==> config.mk <==
export PLATFORM = sky130hd
export DESIGN_NAME = commit_ctrl
export DESIGN_NICKNAME = d
export VERILOG_FILES = /design/src/rtl/commit_ctrl_pkg.sv /design/src/rtl/commit_tag_cam.sv /design/src/rtl/commit_ctrl.sv
export SDC_FILE = /design/constraint.sdc
export NUM_CORES = 2
export LEC_CHECK = 0
export ABC_AREA = 0
export BUFFER_PORTS_ARGS = -buffer_cell sky130_fd_sc_hd__buf_2
export CAP_MARGIN = 20
export CORE_MARGIN = 8
export CORE_UTILIZATION = 60
export CTS_CLUSTER_SIZE = 20
export DETAILED_ROUTE_END_ITERATION = 10
export GPL_TIMING_DRIVEN = 0
export PLACE_DENSITY = 0.74
export SYNTH_ARGS = -nofsm -noshare
export SYNTH_HDL_FRONTEND = slang
export SYNTH_SLANG_ARGS = --single-unit
export TNS_END_PERCENT = 10
==> constraint.sdc <==
create_clock -name clk -period 7.1 [get_ports clk]
set_input_delay 0.355 -clock clk [delete_from_list [all_inputs] [get_ports clk]]
set_output_delay 0.355 -clock clk [all_outputs]
set_load 0.05 [all_outputs]
==> src/rtl/commit_ctrl_pkg.sv <==
// ---------------------------------------------------------------------------
// commit_ctrl_pkg
// Shared constants for the in-order commit sequencer and its tag CAM.
//   DEPTH / PTR_W     : default number of in-flight entries and pointer width
//   DATA_W / PC_W     : register data width and PC/tag width
//   RD_W              : architectural register index width
//   NO_TAG            : reserved tag meaning "no producer"; never dispatched
//   TRUE / FALSE      : single-bit boolean constants
// ---------------------------------------------------------------------------
package commit_ctrl_pkg;

    localparam int DEPTH  = 8;
    localparam int PTR_W  = 3;
    localparam int DATA_W = 32;
    localparam int PC_W   = 32;
    localparam int RD_W   = 5;

    localparam logic [PC_W-1:0] NO_TAG = 32'h0000_0000;

    localparam logic TRUE  = 1'b1;
    localparam logic FALSE = 1'b0;

endpackage : commit_ctrl_pkg

==> src/rtl/commit_tag_cam.sv <==
// ---------------------------------------------------------------------------
// commit_tag_cam
// DEPTH-wide tag comparator: reports whether any valid entry holds the key
// tag and, if so, the index of that entry.
//   valid : per-entry valid bits
//   tags  : per-entry PC tags
//   key   : tag being searched for (NO_TAG never hits)
//   hit   : some valid entry carries key
//   idx   : index of the matching entry (0 when no hit)
// ---------------------------------------------------------------------------
module commit_tag_cam #(
    parameter int DEPTH = 8,
    parameter int PTR_W = 3,
    parameter int PC_W  = 32
) (
    input  logic [DEPTH-1:0]           valid,
    input  logic [DEPTH-1:0][PC_W-1:0] tags,
    input  logic [PC_W-1:0]            key,
    output logic                       hit,
    output logic [PTR_W-1:0]           idx
);
    import commit_ctrl_pkg::*;

    // Parallel compare; scanning downwards lets the lowest matching index win,
    // although valid tags are kept unique so at most one entry can match.
    always_comb begin
        hit = FALSE;
        idx = {PTR_W{1'b0}};
        for (int i = DEPTH - 1; i >= 0; i--) begin
            if (valid[i] && (tags[i] == key) && (key != NO_TAG)) begin
                hit = TRUE;
                idx = PTR_W'(i);
            end else begin
                hit = hit;
                idx = idx;
            end
        end
    end

endmodule : commit_tag_cam

==> src/rtl/commit_ctrl.sv <==
// ---------------------------------------------------------------------------
// commit_ctrl
// In-order commit sequencer between execution writeback and the register
// file. Entries are allocated in program order at dispatch, marked done on
// writeback, and retired from the head at most one per cycle. A faulting
// head flushes every in-flight entry and redirects fetch.
//   disp_valid/pc/rd, disp_ready : dispatch handshake (pc doubles as tag)
//   wb_valid/pc/data/exc/target  : execution writeback
//   is_finish_to_rf, rd/data/pc_to_rf : registered commit write port
//   is_exception_to_rf, flush_pc : registered one-cycle flush pulse
//   count                        : occupied entries
// ---------------------------------------------------------------------------
module commit_ctrl #(
    parameter int DEPTH  = commit_ctrl_pkg::DEPTH,
    parameter int PTR_W  = commit_ctrl_pkg::PTR_W,
    parameter int DATA_W = commit_ctrl_pkg::DATA_W,
    parameter int PC_W   = commit_ctrl_pkg::PC_W,
    parameter int RD_W   = commit_ctrl_pkg::RD_W
) (
    input  logic              clk,
    input  logic              rst_n,
    input  logic              disp_valid,
    input  logic [PC_W-1:0]   disp_pc,
    input  logic [RD_W-1:0]   disp_rd,
    output logic              disp_ready,
    input  logic              wb_valid,
    input  logic [PC_W-1:0]   wb_pc,
    input  logic [DATA_W-1:0] wb_data,
    input  logic              wb_exc,
    input  logic [PC_W-1:0]   wb_target,
    output logic              is_finish_to_rf,
    output logic [RD_W-1:0]   rd_to_rf,
    output logic [DATA_W-1:0] data_to_rf,
    output logic [PC_W-1:0]   pc_to_rf,
    output logic              is_exception_to_rf,
    output logic [PC_W-1:0]   flush_pc,
    output logic [PTR_W:0]    count
);
    import commit_ctrl_pkg::*;

    localparam int               CNT_W    = PTR_W + 1;
    localparam logic [CNT_W-1:0] CNT_FULL = CNT_W'(DEPTH);
    localparam logic [CNT_W-1:0] CNT_ZERO = {CNT_W{1'b0}};
    localparam logic [PTR_W-1:0] PTR_ONE  = PTR_W'(1);
    localparam logic [PTR_W-1:0] PTR_ZERO = {PTR_W{1'b0}};

    // Entry storage
    logic [DEPTH-1:0]             valid_q, valid_d;
    logic [DEPTH-1:0]             done_q, done_d;
    logic [DEPTH-1:0]             exc_q, exc_d;
    logic [DEPTH-1:0][PC_W-1:0]   pc_q, pc_d;
    logic [DEPTH-1:0][PC_W-1:0]   target_q, target_d;
    logic [DEPTH-1:0][RD_W-1:0]   rd_q, rd_d;
    logic [DEPTH-1:0][DATA_W-1:0] data_q, data_d;

    // Queue bookkeeping
    logic [PTR_W-1:0] head_q, head_d;
    logic [PTR_W-1:0] tail_q, tail_d;
    logic [CNT_W-1:0] count_q, count_d;

    // Registered register-file interface
    logic              fin_q, fin_d;
    logic              flush_q, flush_d;
    logic [RD_W-1:0]   rd_out_q, rd_out_d;
    logic [DATA_W-1:0] data_out_q, data_out_d;
    logic [PC_W-1:0]   pc_out_q, pc_out_d;
    logic [PC_W-1:0]   flush_pc_q, flush_pc_d;

    // Lookup results and decode
    logic              wb_hit_s;
    logic [PTR_W-1:0]  wb_idx_s;
    logic              dup_hit_s;
    logic [PTR_W-1:0]  dup_idx_unused_s;
    logic              disp_ready_s;
    logic              disp_fire_s;
    logic              head_done_s;
    logic              head_retire_s;
    logic              head_flush_s;

    commit_tag_cam #(.DEPTH(DEPTH), .PTR_W(PTR_W), .PC_W(PC_W)) u_wb_cam (
        .valid (valid_q),
        .tags  (pc_q),
        .key   (wb_pc),
        .hit   (wb_hit_s),
        .idx   (wb_idx_s)
    );

    commit_tag_cam #(.DEPTH(DEPTH), .PTR_W(PTR_W), .PC_W(PC_W)) u_dup_cam (
        .valid (valid_q),
        .tags  (pc_q),
        .key   (disp_pc),
        .hit   (dup_hit_s),
        .idx   (dup_idx_unused_s)
    );

    // Dispatch acceptance and head-of-queue decode
    always_comb begin
        // A duplicate tag would make writeback ambiguous; the flush pulse
        // cycle refuses dispatch so the redirected stream starts clean.
        disp_ready_s  = (count_q != CNT_FULL) && !dup_hit_s && !flush_q;
        disp_fire_s   = disp_valid && disp_ready_s;
        head_done_s   = valid_q[head_q] && done_q[head_q];
        head_flush_s  = head_done_s && exc_q[head_q];
        head_retire_s = head_done_s && !exc_q[head_q];
    end

    // Next-state for entries, pointers and the register-file port
    always_comb begin
        valid_d    = valid_q;
        done_d     = done_q;
        exc_d      = exc_q;
        pc_d       = pc_q;
        target_d   = target_q;
        rd_d       = rd_q;
        data_d     = data_q;
        head_d     = head_q;
        tail_d     = tail_q;
        count_d    = count_q;
        fin_d      = FALSE;
        flush_d    = FALSE;
        rd_out_d   = rd_out_q;
        data_out_d = data_out_q;
        pc_out_d   = pc_out_q;
        flush_pc_d = flush_pc_q;

        if (head_flush_s) begin
            // Faulting head: emit redirect with the link value and drop
            // everything, including any dispatch/writeback this cycle.
            flush_d    = TRUE;
            flush_pc_d = target_q[head_q];
            rd_out_d   = rd_q[head_q];
            data_out_d = data_q[head_q];
            valid_d    = {DEPTH{1'b0}};
            done_d     = {DEPTH{1'b0}};
            exc_d      = {DEPTH{1'b0}};
            head_d     = PTR_ZERO;
            tail_d     = PTR_ZERO;
            count_d    = CNT_ZERO;
        end else begin
            if (head_retire_s) begin
                valid_d[head_q] = FALSE;
                head_d          = head_q + PTR_ONE;
                // x0 writes are discarded but still retire the entry.
                if (rd_q[head_q] != {RD_W{1'b0}}) begin
                    fin_d      = TRUE;
                    rd_out_d   = rd_q[head_q];
                    data_out_d = data_q[head_q];
                    pc_out_d   = pc_q[head_q];
                end else begin
                    fin_d = FALSE;
                end
            end else begin
                head_d = head_q;
            end

            if (wb_valid && wb_hit_s) begin
                done_d[wb_idx_s]   = TRUE;
                exc_d[wb_idx_s]    = wb_exc;
                data_d[wb_idx_s]   = wb_data;
                target_d[wb_idx_s] = wb_target;
            end else begin
                done_d = done_d;
            end

            if (disp_fire_s) begin
                valid_d[tail_q] = TRUE;
                done_d[tail_q]  = FALSE;
                exc_d[tail_q]   = FALSE;
                pc_d[tail_q]    = disp_pc;
                rd_d[tail_q]    = disp_rd;
                tail_d          = tail_q + PTR_ONE;
            end else begin
                tail_d = tail_q;
            end

            count_d = count_q + CNT_W'(disp_fire_s) - CNT_W'(head_retire_s);
        end
    end

    // State and output registers with asynchronous reset
    always_ff @(posedge clk or negedge rst_n) begin
        if (!rst_n) begin
            valid_q    <= {DEPTH{1'b0}};
            done_q     <= {DEPTH{1'b0}};
            exc_q      <= {DEPTH{1'b0}};
            pc_q       <= {(DEPTH*PC_W){1'b0}};
            target_q   <= {(DEPTH*PC_W){1'b0}};
            rd_q       <= {(DEPTH*RD_W){1'b0}};
            data_q     <= {(DEPTH*DATA_W){1'b0}};
            head_q     <= PTR_ZERO;
            tail_q     <= PTR_ZERO;
            count_q    <= CNT_ZERO;
            fin_q      <= FALSE;
            flush_q    <= FALSE;
            rd_out_q   <= {RD_W{1'b0}};
            data_out_q <= {DATA_W{1'b0}};
            pc_out_q   <= {PC_W{1'b0}};
            flush_pc_q <= {PC_W{1'b0}};
        end else begin
            valid_q    <= valid_d;
            done_q     <= done_d;
            exc_q      <= exc_d;
            pc_q       <= pc_d;
            target_q   <= target_d;
            rd_q       <= rd_d;
            data_q     <= data_d;
            head_q     <= head_d;
            tail_q     <= tail_d;
            count_q    <= count_d;
            fin_q      <= fin_d;
            flush_q    <= flush_d;
            rd_out_q   <= rd_out_d;
            data_out_q <= data_out_d;
            pc_out_q   <= pc_out_d;
            flush_pc_q <= flush_pc_d;
        end
    end

    assign disp_ready         = disp_ready_s;
    assign is_finish_to_rf    = fin_q;
    assign rd_to_rf           = rd_out_q;
    assign data_to_rf         = data_out_q;
    assign pc_to_rf           = pc_out_q;
    assign is_exception_to_rf = flush_q;
    assign flush_pc           = flush_pc_q;
    assign count              = count_q;

endmodule : commit_ctrl

==> impl_metrics.tcl <==
set metrics [dict create \
    fin_area_sq_mm 0.0552 \
    place_hpwl_um 142000 \
    startpoint_type "flop" \
    ys_seq_area_frac 0.491 \
    grt_pass1_wl_um 275000 \
    max-vdd-ir-drop_v 0.000282 \
    critPathCaptureType "flop" \
    synth_fp_nets 3896 \
    fin_setup_tns_ps 0 \
    pre_cts_ws_ps 1770 \
    cts_buffers 101 \
    ff2ff_path_depth 9 \
    cts_setup_buffers 0 \
    clock_sinks 945 \
    synth_ff_type "dfrtp_1" \
    final_cells 5267 \
    antenna_left 0 \
    p_leak_nw 26.1 \
    avgViaCountPerCell 6.86 \
    fin_util 0.690 \
    pwr_density_cell_mw_per_mm2 339 \
    cts_root_buf "clkbuf_16" \
    tritoncts "built" \
    track_usage 0.428 \
    yosysWarnings 0 \
    fillers 5643 \
    synthCells 3750 \
    drt-pass1-iter-count 6 \
    drv_slew 0 \
    grt_pass1_vias 36900 \
    cp_data_arrival_time_ps 6060 \
    synth_seq_cells 945 \
    clock_path_buffers 3 \
    r2r_setup_slack_ps 1590 \
    clk_latency_ps 710 \
    drt_iter0_markers 4273 \
    skew_ps 76.7 \
    period_share 0.776 \
    io_pins 246 \
    drive_gt1_frac 0.377 \
    worst_slack_ps 1590 \
    crit_path_end "data_q[233]" \
    grt_overflow 0 \
    path_max_fanout 10 \
    dieHeight_um 299 \
    drc 0 \
    port_buffers 181 \
    p_total_mw 18.7 \
    ys_types 68 \
    start_util 0.602 \
    setup_violations 0 \
    hp-class "primary input to flop" \
    dr_total_vias 36200 \
    crit_required_ps 7650 \
    numPlacedInstances 5017 \
    rows 104 \
    status "complete, no violations" \
    layout.nets 4257 \
    rsz0062_at_grt "false" \
    syn_area_per_cell_sq_um 12.9 \
    path_clk_slew_ps 60 \
    netlist_area_sq_mm 0.0482 \
    finalCriticalPeriod_ps 5510 \
    r2r_start "pc_q[253]" \
    final-hold-violation-count 0 \
    max_freq_mhz 182 \
    routed_wl_um 196000 \
    wl_per_cell_um 37.2 \
    worstReg2RegEnd "data_q[233]" \
    crit_start "pc_q[253]" \
    cts_resized 0 \
    slew_headroom 0.145 \
    tightestPinTransition_ps 1280 \
    gp_congestion 1.07 \
    area_growth_pct 14.5 \
    antenna_found_initial 14 \
    h-tree-depth 3 \
    die_w_um 299 \
    whs_ps 12.9 \
    fp.dieArea_sq_mm 0.0897 \
    synthArstFlopShare 1.00 \
    coreArea_sq_mm 0.0800 \
    crit_type "flop to flop" \
    postPlaceCellArea_sq_mm 0.0510 \
    grt_max_degree 123 \
    maxCapViolations 0 \
    synth_edf_count 0 \
]
cell families after synthesis:
kind of cell,Yosys count,synth area share
and+or+nand+nor,477,0.0542
AOI/OAI and AO/OA,367,0.0525
muxes,1129,0.278
xor gates and xnor gates,511,0.0928
adders and majority gates,8,0.00223
DFF,945,0.491
buffers and inverters,313,0.0298
Yosys cell counts (4+ instances only):
cell type	instances	area share
clkbuf_1	118	0.0092
a211oi_1	4	0.00062
inv_1	17	0.0013
nand2b_1	7	0.00091
nand4_1	53	0.0069
nand2_1	76	0.0059
buf_4	14	0.0022
a21oi_1	120	0.012
buf_1	39	0.0030
buf_2	115	0.012
dfrtp_1	945	0.49
mux2_2	963	0.22
ha_1	7	0.0018
nor2b_1	10	0.0013
mux2i_1	84	0.017
or2_2	4	0.00052
and2_1	6	0.00078
o22a_1	4	0.00073
xnor2_1	103	0.019
nand3b_1	4	0.00062
nor4b_1	6	0.0011
a221oi_1	83	0.015
nor4_1	120	0.016
or4_1	6	0.00093
a221o_1	37	0.0077
a22oi_1	21	0.0033
nor3_1	36	0.0037
nand3_1	34	0.0035
and3_1	5	0.00065
mux4_2	70	0.033
buf_6	9	0.0021
nor2_1	85	0.0066
mux2_1	12	0.0028
o21ai_0	64	0.0066
xor2_1	408	0.074
nand4b_1	6	0.0011
a21boi_0	4	0.00062
layout make-up:
class	instances	area, sq um	share of cell area
Antenna cell	11	27.5	0.000499
Buffer	295	1370	0.0249
Clock buffer	141	2920	0.0529
Clock inverter	47	758	0.0137
Inverter	18	67.6	0.00122
Multi-Input combinational cell	2492	23100	0.419
Sequential cell	945	23600	0.429
Tap cell	1060	1330	0.0240
Timing Repair Buffer	258	1920	0.0349
worst max-delay path: stages, from the launching register on:
cell      delay, ps
dfrtp_1         530
xor2_1          260
nor4_1         1070
nand3_1         260
nor4b_1         920
nor2b_1         170
or4_4           500
a211oi_4        970
buf_6           310
mux2_2          350
registers in the layout, indices dropped and copies added, names as in the netlist:
register	flops
exc_q	8
is_finish_to_rf	1
rd_to_rf	5
rd_q	40
data_q	256
pc_q	256
is_exception_to_rf	1
data_to_rf	32
head_q	3
tail_q	3
count	4
flush_pc	32
pc_to_rf	32
target_q	256
valid_q	8
done_q	8
layer usage:
layer / share of wire / global-route usage
met1: 0.36 / 0.529
met2: 0.45 / 0.654
met5: 0.00015 / 0
met3: 0.090 / 0.0992
met4: 0.095 / 0.321
repair_timing:
| item | in CTS | in global routing |
|---|---|---|
| endpoints found under the setup margin | 0 | 0 |
| hold buffers | 46 | 0 |
| hold endpoints to repair | 357 | 0 |
report_power, final:
| group | switching (mW) | internal (mW) | total, mW | leakage, nW |
|---|---|---|---|---|
| registers | 1.67 | 6.26 | 7.93 | 12.6 |
| clock network | 2.36 | 3.44 | 5.80 | 1.80 |
| logic | 2.92 | 2.08 | 5.00 | 11.8 |
layout by cell type, fill, tap and decap left out, types with 34 or more instances in the layout:
master         Yosys  routed
mux2_2           963     963
dfrtp_1          945     945
xor2_1           408     408
buf_2            115     298
clkbuf_1         118     134
a21oi_1          120     120
nor4_1           120     120
xnor2_1          103     103
clkbuf_16          0     101
mux2i_1           84      84
a221oi_1          83      83
nor2_1            85      83
nand2_1           76      76
mux4_2            70      70
o21ai_0           64      64
nand4_1           53      53
dlygate4sd3_1      0      46
buf_1             39      37
a221o_1           37      37
nor3_1            36      36
nand3_1           34      34
worst min-delay path by stage:
| stage | startpoint | endpoint | slack, ps | depth (start not counted) |
|---|---|---|---|---|
| 6_report | wb_target[4] | target_q[68] | 10 | 2 |
| 4_1_cts | wb_target[21] | target_q[117] | 0.1 | 2 |
| 3_3_place_gp | flush_pc[16] | flush_pc[16] | 460 | 2 |
| 5_1_grt | wb_data[27] | data_q[123] | 20 | 2 |
| 3_5_place_dp | rst_n | pc_to_rf[13] | 470 | 1 |
| 2_1_floorplan | rst_n | count[0] | 60 | 0 |
Power figures use the tool's default switching activity.
